## src/rtl/ddr_tx_pkg.sv

```systemverilog
// Shared types, constants and the PRBS-8 step for the DDR output pattern transmitter.
package ddr_tx_pkg;

  typedef enum logic [1:0] {IDLE, PRE, BURST, DONE} state_t;

  localparam logic       MODE_CNT  = 1'b0;
  localparam logic       MODE_PRBS = 1'b1;

  // x^8+x^6+x^5+x^4+1: feedback taken from bits 7,5,4,3, shifted in at bit 0
  localparam logic [7:0] PRBS_TAPS = 8'hB8;

  localparam logic       PRE_RISE  = 1'b1;
  localparam logic       PRE_FALL  = 1'b0;

  function automatic logic [7:0] lfsr_step(input logic [7:0] s);
    return {s[6:0], ^(s & PRBS_TAPS)};
  endfunction

endpackage

```

## src/rtl/ddr_out_cell.sv

```systemverilog
// DDR output register pair: rising beat captured at posedge, falling beat retimed to negedge,
// with clk selecting which one drives the pins.
module ddr_out_cell #(
  parameter int WIDTH = 8
) (
  input  logic             clk,
  input  logic             rst,
  input  logic [WIDTH-1:0] i_d_rise,
  input  logic [WIDTH-1:0] i_d_fall,
  output logic [WIDTH-1:0] o_q
);

  logic [WIDTH-1:0] r_rise;
  logic [WIDTH-1:0] r_hold_f;
  logic [WIDTH-1:0] r_fall;

  always_ff @(posedge clk or posedge rst) begin
    if (rst) begin
      r_rise   <= '0;
      r_hold_f <= '0;
    end else begin
      r_rise   <= i_d_rise;
      r_hold_f <= i_d_fall;
    end
  end

  // Falling beat waits half a cycle so it is stable for the whole low phase
  always_ff @(negedge clk or posedge rst) begin
    if (rst) r_fall <= '0;
    else     r_fall <= r_hold_f;
  end

  assign o_q = clk ? r_rise : r_fall;

endmodule

```

## src/rtl/ddr_output_pattern_tx.sv

```systemverilog
// Burst sequencer with counter / PRBS-8 pattern engines feeding a DDR output cell.
// Optional macro DDR_TX_ERR_INJECT_EN adds a single-bit error injector on one falling beat.
module ddr_output_pattern_tx #(
  parameter int WIDTH      = 8,
  parameter int LEN_W      = 8,
  parameter int PRE_CYCLES = 2
) (
  input  logic             clk,
  input  logic             rst,
  input  logic             start,
  input  logic             mode,
  input  logic [LEN_W-1:0] burst_len,
  input  logic [WIDTH-1:0] seed,
`ifdef DDR_TX_ERR_INJECT_EN
  input  logic             err_inj,
  input  logic [LEN_W:0]   err_beat,
`endif
  output logic [WIDTH-1:0] ddr_out,
  output logic             ddr_valid,
  output logic             busy,
  output logic             done,
  output logic [LEN_W:0]   beat_cnt
);
  import ddr_tx_pkg::*;

  localparam int PRE_W = (PRE_CYCLES > 1) ? $clog2(PRE_CYCLES) : 1;

  state_t           r_state;
  state_t           w_state_next;
  logic [PRE_W-1:0] r_pre_cnt;
  logic             r_mode;
  logic [LEN_W:0]   r_len;
  logic [LEN_W:0]   r_beat_cnt;
  logic [WIDTH-1:0] r_pat;
  logic [7:0]       r_lfsr;
  logic             r_valid;
  logic             r_busy;
  logic             r_done;

  logic [7:0]       w_lfsr_rise;
  logic [7:0]       w_lfsr_fall;
  logic [WIDTH-1:0] w_prbs_rise;
  logic [WIDTH-1:0] w_prbs_fall;
  logic [WIDTH-1:0] w_d_rise;
  logic [WIDTH-1:0] w_d_fall;

`ifdef DDR_TX_ERR_INJECT_EN
  logic             r_err_inj;
  logic [LEN_W:0]   r_err_beat;
  logic [LEN_W:0]   w_next_idx;

  // Index of the payload cycle whose beats are being computed at this edge
  assign w_next_idx = (r_state == BURST) ? r_beat_cnt + (LEN_W+1)'(1) : '0;
`endif

  always_comb begin
    w_state_next = r_state;
    case (r_state)
      IDLE:    if (start) w_state_next = PRE;
      PRE:     if (r_pre_cnt == PRE_W'(PRE_CYCLES - 1)) w_state_next = BURST;
      BURST:   if (r_beat_cnt == r_len - (LEN_W+1)'(1)) w_state_next = DONE;
      DONE:    w_state_next = IDLE;
      default: w_state_next = IDLE;
    endcase
  end

  assign w_lfsr_rise = lfsr_step(r_lfsr);
  assign w_lfsr_fall = lfsr_step(w_lfsr_rise);

  // Wider buses carry the 8-bit LFSR value replicated
  generate
    for (genvar gi = 0; gi < WIDTH; gi++) begin : g_prbs_rep
      assign w_prbs_rise[gi] = w_lfsr_rise[gi % 8];
      assign w_prbs_fall[gi] = w_lfsr_fall[gi % 8];
    end
  endgenerate

  // Beat pair for the cycle that starts at the coming rising edge
  always_comb begin
    w_d_rise = '0;
    w_d_fall = '0;
    if (w_state_next == PRE) begin
      w_d_rise = {WIDTH{PRE_RISE}};
      w_d_fall = {WIDTH{PRE_FALL}};
    end else if (w_state_next == BURST) begin
      if (r_mode == MODE_CNT) begin
        w_d_rise = r_pat;
        w_d_fall = r_pat + WIDTH'(1);
      end else begin
        w_d_rise = w_prbs_rise;
        w_d_fall = w_prbs_fall;
      end
`ifdef DDR_TX_ERR_INJECT_EN
      if (r_err_inj && (w_next_idx == r_err_beat)) w_d_fall[0] = ~w_d_fall[0];
`endif
    end
  end

  always_ff @(posedge clk or posedge rst) begin
    if (rst) begin
      r_state    <= IDLE;
      r_pre_cnt  <= '0;
      r_mode     <= MODE_CNT;
      r_len      <= '0;
      r_beat_cnt <= '0;
      r_pat      <= '0;
      r_lfsr     <= 8'h01;
      r_valid    <= 1'b0;
      r_busy     <= 1'b0;
      r_done     <= 1'b0;
`ifdef DDR_TX_ERR_INJECT_EN
      r_err_inj  <= 1'b0;
      r_err_beat <= '0;
`endif
    end else begin
      r_state <= w_state_next;
      r_valid <= (w_state_next == BURST);
      r_busy  <= (w_state_next != IDLE);
      r_done  <= (w_state_next == DONE);
      case (r_state)
        IDLE: if (start) begin
          r_mode     <= mode;
          r_len      <= (burst_len == '0) ? {1'b1, {LEN_W{1'b0}}} : {1'b0, burst_len};
          r_beat_cnt <= '0;
          r_pre_cnt  <= '0;
          r_pat      <= seed;
          r_lfsr     <= (seed[7:0] == 8'h00) ? 8'h01 : seed[7:0];
`ifdef DDR_TX_ERR_INJECT_EN
          r_err_inj  <= err_inj;
          r_err_beat <= err_beat;
`endif
        end
        PRE:   r_pre_cnt <= r_pre_cnt + PRE_W'(1);
        BURST: if (r_beat_cnt != r_len) r_beat_cnt <= r_beat_cnt + (LEN_W+1)'(1);
        default: ;
      endcase
      if (w_state_next == BURST) begin
        r_pat  <= r_pat + WIDTH'(2);
        r_lfsr <= w_lfsr_fall;
      end
    end
  end

  ddr_out_cell #(.WIDTH(WIDTH)) u_out (
    .clk      (clk),
    .rst      (rst),
    .i_d_rise (w_d_rise),
    .i_d_fall (w_d_fall),
    .o_q      (ddr_out)
  );

  assign ddr_valid = r_valid;
  assign busy      = r_busy;
  assign done      = r_done;
  assign beat_cnt  = r_beat_cnt;

endmodule

```

## config.mk

```make
export PLATFORM = sky130hd
export DESIGN_NAME = ddr_output_pattern_tx
export DESIGN_NICKNAME = d
export VERILOG_FILES = /design/src/rtl/ddr_tx_pkg.sv /design/src/rtl/ddr_out_cell.sv /design/src/rtl/ddr_output_pattern_tx.sv
export SDC_FILE = /design/constraint.sdc
export NUM_CORES = 1
export LEC_CHECK = 0
export ABC_AREA = 1
export CAP_MARGIN = 40
export CORE_UTILIZATION = 55
export DETAILED_ROUTE_END_ITERATION = 8
export PLACE_DENSITY_LB_ADDON = 0.15
export SLEW_MARGIN = 0
export SYNTH_ARGS = -nofsm -noshare
export SYNTH_HDL_FRONTEND = slang
export SYNTH_HIERARCHICAL = 1
export SYNTH_SLANG_ARGS = --single-unit
```

## constraint.sdc

```tcl
create_clock -name clk -period 2.4 [get_ports clk]
set_clock_uncertainty 0.2 [all_clocks]
set_input_delay 0.36 -clock clk [delete_from_list [all_inputs] [get_ports clk]]
set_output_delay 0.36 -clock clk [all_outputs]
set_load 0.01 [all_outputs]
```

==> impl_results.md <==
* # fillers at 457
* N_diodes at 0
* Remaining Overflow, GRT at 0
* Worst slew pin tran at about 0.54 ns
* Global-route wire length before repair at around 13000 um
* Core area at around 0.006 mm^2
* Largest delay share family, worst path: flip-flops
* Die W at slightly above 80 um
* Sequential cell area at around 0.0016 mm^2
* Crit-path cells: nand2_1 -> nand2_1 -> buf_2
* WL per Instance at 14.3 um
* Syn_nets at around 450
* Worst-path clk slew at around 0.1 ns
* GR peak layer: met1
* Die area at approximately 0.0065 mm^2
* Switching portion of total power at 0.464
* Seq/Total Area, Yosys at 0.478
* Die height at just over 80 um
* Critical-path maximum fanout at 1
* Latest clock arrival within the worst-skew pair at approximately 0.38 ns
* Comb pwr share at 0.388
* Hold Slack at 0.237 ns
* DP HPWL at between 5000 and 6000 um
* Failing checks: negative setup slack
* RSZ-0062 raised after global routing: yes
* Total number of vias at 3138
* Initial Util at 0.571
* GR Util met2 at 0.359
* Multi-input gate area at between 0.0015 and 0.002 mm^2
* Most frequent cells in the layout: nand2_1 (116), nand3_1 (58), dfrtp_1 (56), inv_1 (40)
* #FFs+latches synth at 65
* Critical path class: reg -> out
* WP data arrival at 2.16 ns
* Drt drc at 0
* Largest net degree at the start of global routing at 42
* Part of the power in registers at 0.331
* GRT Util Overall at 0.272
* Layout Nets at just over 500
* Vias in the first global route at 2881
* Setup_tns at -2.47 ns
* PnR Total Power at around 5.8 mW
* Internal power at between 3 and 4 mW
* Clk pwr share at 0.281
* I/O pins at 40
* CP Buf/Inv Count at 1
* Port bufs at 39
* GR Layer Usage met3 at 0.0977
* Setup-failing EPs final at 16
* Critical path's slowest cell: dfrtn_1
* Switch Pwr at 2.67 mW
* Final Hold Vio Count at 0
* Critical Path Start Type: register
* Slowest Stage Delay on Critical Path at just under 0.4 ns
* Site row count at 28
* Antenna-violating nets left at 0
* Clock tree from TritonCTS: done
* PnR worst setup slack at -0.318 ns
* Req. time, crit path at 1.84 ns
* Mean post-synth cell area at slightly below 8 um^2
* Pwr dens at around 1400 mW/mm^2
* Worst IR Drop VDD at about 0.00076 V
* Outcome: finished with violations
* Relative slew slack at 0.640
* Worst path most repeated cell: nand2_1
* DRT Pass-1 Iters at 7
* Yosys warns at 6
* Synth cell types at 32
* Share of cells above drive strength 1 at 0.139
* Fin. max-slew vios at 0
* Synth Instances at 430
* Final WL at roughly 8200 um
* Initial antenna violation count at 0
* Hold WC Path Type: in -> async
* M1 GR Usage at 0.394
* DRT iter0 DRCs at between 200 and 250
* LEAKAGE at between 2 and 2.5 nW
* GPL Wtd Cong at around 0.9
* Cell Area, Synth at about 0.0034 mm^2
* Commonest non-fill, non-tap cell in the layout: nand2_1
* Max-capacitance violation count at 0
* Final core utilization at 0.713
* Syn-to-layout area delta at 24.7%
* Crit path capture type: output pin
* Vias per Instance at between 5 and 6
[sequential cells by signal, indices dropped and copies added (netlist names)]
signal	flops
beat_cnt	9
busy	1
ddr_valid	1
done	1
r_len	9
r_lfsr	8
r_mode	1
r_pat	8
r_pre_cnt	1
r_state	2
u_out/r_fall	8
u_out/r_hold_f	8
u_out/r_rise	8
[routing by layer]
metal	part of all wire	up-vias
met3	0.080	15
met2	0.44	152
met5	0	-
met1	0.47	1449
li1	-	1522
met4	0.016	0
[synthesized netlist by cell type]
cell type / instances / share of area
clkbuf_1: 7 / 0.0077
dfrtp_1: 56 / 0.41
nor4_1: 1 / 0.0018
nand2_4: 1 / 0.0033
ha_1: 4 / 0.015
nor3_1: 13 / 0.019
nor2_1: 32 / 0.035
nand3b_1: 4 / 0.0088
a22oi_1: 1 / 0.0022
xor2_1: 14 / 0.036
o21ai_0: 22 / 0.032
nor2_4: 1 / 0.0033
o21ai_1: 4 / 0.0059
nand3_1: 58 / 0.085
nand4_1: 4 / 0.0074
nand2_2: 2 / 0.0037
xnor2_1: 8 / 0.021
nand3_2: 1 / 0.0029
buf_1: 1 / 0.0011
inv_2: 5 / 0.0055
inv_1: 42 / 0.046
buf_6: 4 / 0.013
or2_2: 2 / 0.0037
clkinv_1: 1 / 0.0011
dfrtn_1: 8 / 0.059
a32o_1: 1 / 0.0029
a21oi_1: 13 / 0.019
o311ai_0: 1 / 0.0026
nand4_4: 1 / 0.0062
nand2_1: 116 / 0.13
dfstp_2: 1 / 0.0077
buf_2: 1 / 0.0015
[worst paths after layout]
check / from / end / cells after the start / slack, ns
worst min-delay path: rst / beat_cnt[6] / 3 / 0.24
worst max-delay path: u_out/r_fall[7] / ddr_out[7] / 3 / -0.32
worst min register to register: r_pat[5] / r_pat[5] / 2 / 0.33
worst max register to register: r_len[0] / u_out/r_rise[5] / 15 / 0.16
max in group asynchronous: rst / u_out/r_fall[6] / 2 / 0.50
min in group clk: r_pat[5] / r_pat[5] / 2 / 0.33
[cell families after synthesis]
kind of cell	count (synthesis)	synth area share
DFF	65	0.478
buffers and inverters	61	0.0765
adders and majority gates	4	0.0147
and+or+nand+nor	236	0.309
xor gates and xnor gates	22	0.0566
AOI/OAI and AO/OA	42	0.0651
[power by group through the flow]
| stage | logic, mW | registers (mW) | clock network, mW |
|---|---|---|---|
| after floorplan | 1.62 | 1.79 | 0.267 |
| after global placement | 1.93 | 1.89 | 0.416 |
| after detailed placement | 1.97 | 1.91 | 0.416 |
| after CTS | 2.00 | 1.89 | 1.65 |
| after global routing | 2.49 | 1.95 | 1.75 |
| final | 2.24 | 1.91 | 1.62 |
[what timing repair did]
action	CTS	global route
pin swaps	7	6
resized for setup	33	11
endpoints found under the setup margin	16	43
buffers inserted	0	6
hold buffers	0	0
gates cloned	0	1
[layout make-up]
type / instances / area share
clock buffer: 21 / 0.0519
clock inverter: 15 / 0.0310
inverter: 47 / 0.0422
multi-input combinational: 305 / 0.371
sequential: 65 / 0.384
tap: 75 / 0.0221
timing repair buffer: 45 / 0.0979
[worst reg2reg max path: stages (launching register included)]
cell     delay [ns]
dfrtp_1        0.42
inv_2          0.10
ha_4           0.21
nand2_1        0.06
inv_1          0.04
nor2_1         0.08
nand3_1        0.07
nor2_1         0.11
nand2_1        0.07
nor2_2         0.15
nand3_4        0.14
nand2_4        0.13
nand2_8        0.11
inv_4          0.09
nand2_4        0.08
o21ai_2        0.09
[through the flow]
stage	cells	area [um^2]	setup slack [ns]
finish	573	4240	-0.318
detailed placement	539	3870	-0.345
floorplan	430	3400	0.140
global route	573	4240	-0.368
global placement	539	3870	-0.332
CTS	566	4140	-0.331
Power figures use the tool's default switching activity.
